## src/rtl/uart_pkg.sv

```systemverilog
// Shared types for the UART transmit drain.
// UART_TX_PARITY_EN adds an even-parity bit between data and stop.
package uart_pkg;

   typedef enum logic [2:0] {
      IDLE   = 3'd0,
      FETCH  = 3'd1,
      START  = 3'd2,
      DATA   = 3'd3,
`ifdef UART_TX_PARITY_EN
      PARITY = 3'd4,
`endif
      STOP   = 3'd5
   } state_e;

   localparam logic LINE_IDLE = 1'b1;
   localparam logic START_LVL = 1'b0;

endpackage

```

## src/rtl/uart_baud_cnt.sv

```systemverilog
// Bit-period timer: counts 0..CLKS_PER_BIT-1 while running.
// pre_end_o flags the cycle before bit_end_o so callers can register pulses.
module uart_baud_cnt #(
   parameter int CLKS_PER_BIT = 16
) (
   input  logic clk,
   input  logic rst,
   input  logic clear_i,
   input  logic run_i,
   output logic bit_end_o,
   output logic pre_end_o
);

   localparam int CW = $clog2(CLKS_PER_BIT);

   logic [CW-1:0] cnt_q;
   logic [CW-1:0] cnt_d;

   assign bit_end_o = run_i & (cnt_q == CW'(CLKS_PER_BIT - 1));
   assign pre_end_o = run_i & (cnt_q == CW'(CLKS_PER_BIT - 2));

   always_comb begin
      cnt_d = cnt_q;
      if (clear_i) begin
         cnt_d = '0;
      end else if (run_i) begin
         cnt_d = bit_end_o ? '0 : cnt_q + 1'b1;
      end
   end

   always_ff @(posedge clk) begin
      if (rst) begin
         cnt_q <= '0;
      end else begin
         cnt_q <= cnt_d;
      end
   end

endmodule

```

## src/rtl/uart_tx_drain.sv

```systemverilog
// FIFO-draining 8N1 UART transmitter with registered line outputs.
// Define UART_TX_PARITY_EN for an even-parity bit before stop.
module uart_tx_drain
   import uart_pkg::*;
#(
   parameter int CLKS_PER_BIT = 16,
   parameter int DATA_W       = 8
) (
   input  logic              clk,
   input  logic              rst,
   input  logic              en,
   input  logic              fifo_empty,
   input  logic              fifo_wr,
   input  logic [DATA_W-1:0] fifo_dout,
   output logic              fifo_rd,
   output logic              tx,
   output logic              busy,
   output logic              tx_done
);

   localparam int BW = $clog2(DATA_W) + 1;

   state_e            state_q;
   logic [DATA_W-1:0] shift_q;
   logic [BW-1:0]     bit_q;
   logic              tx_q;
   logic              busy_q;
   logic              done_q;
   logic              run;
   logic              bit_end;
   logic              pre_end;
`ifdef UART_TX_PARITY_EN
   logic              par_q;
`endif

   // A read alongside a write would be dropped by the FIFO, so hold it off.
   assign fifo_rd = (state_q == IDLE) & en & ~fifo_empty & ~fifo_wr;
   assign run     = (state_q != IDLE) && (state_q != FETCH);
   assign tx      = tx_q;
   assign busy    = busy_q;
   assign tx_done = done_q;

   uart_baud_cnt #(
      .CLKS_PER_BIT(CLKS_PER_BIT)
   ) u_baud (
      .clk      (clk),
      .rst      (rst),
      .clear_i  (~run),
      .run_i    (run),
      .bit_end_o(bit_end),
      .pre_end_o(pre_end)
   );

   always_ff @(posedge clk) begin
      if (rst) begin
         state_q <= IDLE;
         shift_q <= '0;
         bit_q   <= '0;
         tx_q    <= LINE_IDLE;
         busy_q  <= 1'b0;
         done_q  <= 1'b0;
`ifdef UART_TX_PARITY_EN
         par_q   <= 1'b0;
`endif
      end else begin
         unique case (state_q)
            IDLE: begin
               if (fifo_rd) begin
                  state_q <= FETCH;
                  busy_q  <= 1'b1;
               end
            end
            FETCH: begin
               shift_q <= fifo_dout;
               bit_q   <= '0;
               tx_q    <= START_LVL;
               state_q <= START;
`ifdef UART_TX_PARITY_EN
               par_q   <= ^fifo_dout;
`endif
            end
            START: begin
               if (bit_end) begin
                  tx_q    <= shift_q[0];
                  state_q <= DATA;
               end
            end
            DATA: begin
               if (bit_end) begin
                  shift_q <= shift_q >> 1;
                  if (bit_q == BW'(DATA_W - 1)) begin
                     bit_q   <= '0;
`ifdef UART_TX_PARITY_EN
                     tx_q    <= par_q;
                     state_q <= PARITY;
`else
                     tx_q    <= LINE_IDLE;
                     state_q <= STOP;
`endif
                  end else begin
                     bit_q <= bit_q + 1'b1;
                     tx_q  <= shift_q[1];
                  end
               end
            end
`ifdef UART_TX_PARITY_EN
            PARITY: begin
               if (bit_end) begin
                  tx_q    <= LINE_IDLE;
                  state_q <= STOP;
               end
            end
`endif
            STOP: begin
               done_q <= pre_end;
               if (bit_end) begin
                  done_q  <= 1'b0;
                  busy_q  <= 1'b0;
                  state_q <= IDLE;
               end
            end
            default: begin
               state_q <= IDLE;
               tx_q    <= LINE_IDLE;
               busy_q  <= 1'b0;
               done_q  <= 1'b0;
            end
         endcase
      end
   end

endmodule

```

## config.mk

```make
export PLATFORM = sky130hd
export DESIGN_NAME = uart_tx_drain
export DESIGN_NICKNAME = d
export VERILOG_FILES = /design/src/rtl/uart_pkg.sv /design/src/rtl/uart_baud_cnt.sv /design/src/rtl/uart_tx_drain.sv
export SDC_FILE = /design/constraint.sdc
export NUM_CORES = 1
export LEC_CHECK = 0
export CAP_MARGIN = 25
export CORE_ASPECT_RATIO = 1.4
export CORE_MARGIN = 10
export CORE_UTILIZATION = 52
export DETAILED_ROUTE_END_ITERATION = 10
export PLACE_DENSITY = 0.75
export SYNTH_ARGS = -nofsm -noshare
export SYNTH_HDL_FRONTEND = slang
export SYNTH_SLANG_ARGS = --single-unit
```

## constraint.sdc

```tcl
create_clock -name clk -period 1.75 [get_ports clk]
set_input_delay 0.2625 -clock clk [delete_from_list [all_inputs] [get_ports clk]]
set_output_delay 0.2625 -clock clk [all_outputs]
set_load 0.03 [all_outputs]
```

==> impl_results.md <==
* DP HPWL at 1.849 mm
* Diode count at 0
* Cell Count, Final, Fillers Out at between 150 and 200
* Core area at 1997 sq um
* Placed Cells at approximately 170
* Cts bufs inserted at 3
* Fin Clk Skew at ~0.0019 ns
* Post-synth EDFFs at 0
* Post-DR vias/cell at about 5.7
* Metal3 WL at 115 um
* Clk pin slew, worst setup/hold paths at about 0.11 ns
* FF+latch count, synth at 22
* Routed Antenna Nets at 0
* Area taken by multi-input logic gates at roughly 640 sq um
* Hold Buf Count CTS at 0
* Sequential fraction of the synthesis area at about two fifths
* Hold Slack at about 0.44 ns
* Mapped Cells at roughly 130
* CTS root buffer: clkbuf_4
* Wire per inst at 14.01 um
* Pwr Density at 705.3 nW/um^2
* Insertion delay to the later sink of the worst-skew pair at 0.30 ns
* CTS tree: built
* DR top layer: met4
* Slew HR at 68.66%
* Initial DRT Pass Iterations at 4
* GRT Overall Usage at between 10% and 20%
* WP data arrival at roughly 1.4 ns
* # IOs at 17
* Synthesis-to-finish area growth at 23.99%
* Starting DRT DRC Count at 31
* Hold Crit Class: flip-flop to flip-flop
* Met1 WL at ~1.1 mm
* Fin crit share at a little over nine tenths
* Pin count of the biggest net entering global routing at 18
* Status: completed
* H-Tree Depth at 1
* CTS Sinks at 22
* Commonest cells after routing, fill and taps aside: dfxtp_1 (21), nand2_1 (19), nor2_1 (15), clkdlybuf4s50_1 (15)
* Final setup vio count at 0
* Vias in the first global route at around 1000
* Most used DFF post-synth: dfxtp_1
* Maximum vdd drop at 522.7 uV
* Most common cell after layout, fill and taps aside: dfxtp_1
* Initial core utilization at a little under three fifths
* Max-slew violations at 0
* CP Class: input pin to output pin
* CP required at roughly 1.5 ns
* Fmax at about 0.6 GHz
* Placed Instance Area at approximately 1300 sq um
* Nets at 166
* Finished Cell Area at 1378 sq um
* Die Area at approximately 4400 sq um
* Die Ht at ~75 um
* Worst Setup End Kind: output pin
* PortBufs at 16
* Clock buffer depth at 2
* Gr ovfl total at 0
* Seq. cell area at 441.7 sq um
* Initial antenna violation count at 0
* Routed length on met2 at about 1.2 mm
* Post-Synthesis Mean Instance Area at 8.613 sq um
* Post-CTS resize count at 0
* Syn_nets at ~150
* Setup crit start kind: input pin
* Filler cells at between 150 and 200
* Die Width at 59.07 um
* Distinct cells, synth at 41
* Yosys Warn Count at 0
* P_leak at between 0.4 and 0.5 nW
* Hold Vio Cnt, Final at 0
* Worst-margin pin slew at 0.4694 ns
* Post-CTS Setup Bufs at 0
* DRT Wirelength at roughly 2.4 mm
* DR DRC count at 0
* Rows at 19
* First-pass GRT wire length at 4.312 mm
* Via Count at a little under 1000
* Max Cap Violations at 0
* Share of layout cells above drive strength 1 at 15.44%
* Min cycle time layout at approximately 1.7 ns
* RSZ-0062 raised after global routing: true
* GPL Wtd Cong at between 0.7 and 0.8
* Asr flop ratio synth at 0%
* Synth Cell Area at about 1100 sq um
* Maximum fanout along the worst path at 2
-- worst max-delay path: stages --
cell and delay, ns:
clkdlybuf4s50_1 0.45, or3b_4 0.37, nor4_2 0.13, buf_4 0.19
-- registers in the layout, summed over array words and instances (netlist names) --
signal,cells
tx,1
shift_q,8
bit_q,4
u_baud.cnt_q,4
tx_done,1
state_q,3
busy,1
-- synthesized netlist by cell type, drive strengths merged (2+ instances only) --
library cell	instances	area [sq um]
a211o	2	17.52
a21oi	6	41.29
a311oi	8	82.58
a31oi	2	12.51
a32oi	2	17.52
and3	2	12.51
and3b	2	17.52
buf	5	31.28
clkbuf	2	7.510
dfxtp	22	440.4
ha	3	37.54
inv	3	11.26
nand2	19	71.32
nand2b	3	18.77
nand3	8	45.04
nor2	15	56.30
nor2b	2	15.02
nor3	2	10.01
o21ai	4	20.02
xnor2	2	17.52
-- power breakdown --
group	switching (W)	internal (W)
clock	0.000145	0.000127
sequential	0.0000151	0.000524
combinational	0.0000771	0.0000838
total	0.000237	0.000734
-- per-stage QoR --
stage / setup slack, ns / utilization, % / power [W] / TNS, ns
2_1_floorplan: 0.2674 / - / 0.0006443 / 0
3_3_place_gp: 0.04011 / 66.48 / 0.0007059 / 0
3_5_place_dp: 0.007061 / 66.48 / 0.0007105 / 0
4_1_cts: 0.05755 / 68.30 / 0.0009829 / 0
5_1_grt: -0.006743 / 68.99 / 0.001022 / -0.007273
6_report: 0.07920 / 68.99 / 0.0009716 / 0
-- routing by layer --
metal | track usage (%) | vias to the layer above
met5 | 0 | -
met4 | 4.604 | 0
met3 | 3.030 | 2
met2 | 20.26 | 22
met1 | 13.81 | 439
li1 | - | 503
-- logic make-up (layout without fill, tap and decap cells) --
logic type	Yosys count	count (layout)	synth area share (%)
AND/OR/NAND/NOR	62	62	28.49
XOR/XNOR	3	3	2.365
AO/OA/AOI/OAI	29	29	21.62
flip-flops	22	22	39.64
adder cells (fa/ha/maj)	3	3	3.379
buffers and inverters	10	30	4.505
-- layout make-up --
type	count	share of cell area, %
multi-input combinational	97	46.41
sequential	22	32.06
timing repair buffer	23	16.17
clock buffer	4	2.634
tap	21	1.907
inverter	3	0.8174
-- path summary, 6_finish.rpt --
kind                                    from                          to  depth (start not counted)  slack, ns
setup reg to reg  u_baud.cnt_q[1]$_SDFF_PP0_       bit_q[2]$_SDFFE_PP0P_                          5       0.15
hold reg to reg   u_baud.cnt_q[0]$_SDFF_PP0_  u_baud.cnt_q[0]$_SDFF_PP0_                          1       0.44
setup / recovery                          en                     fifo_rd                          4       0.08
hold / removal    u_baud.cnt_q[0]$_SDFF_PP0_  u_baud.cnt_q[0]$_SDFF_PP0_                          1       0.44
Note: power is estimated with default switching activity, not from simulation.
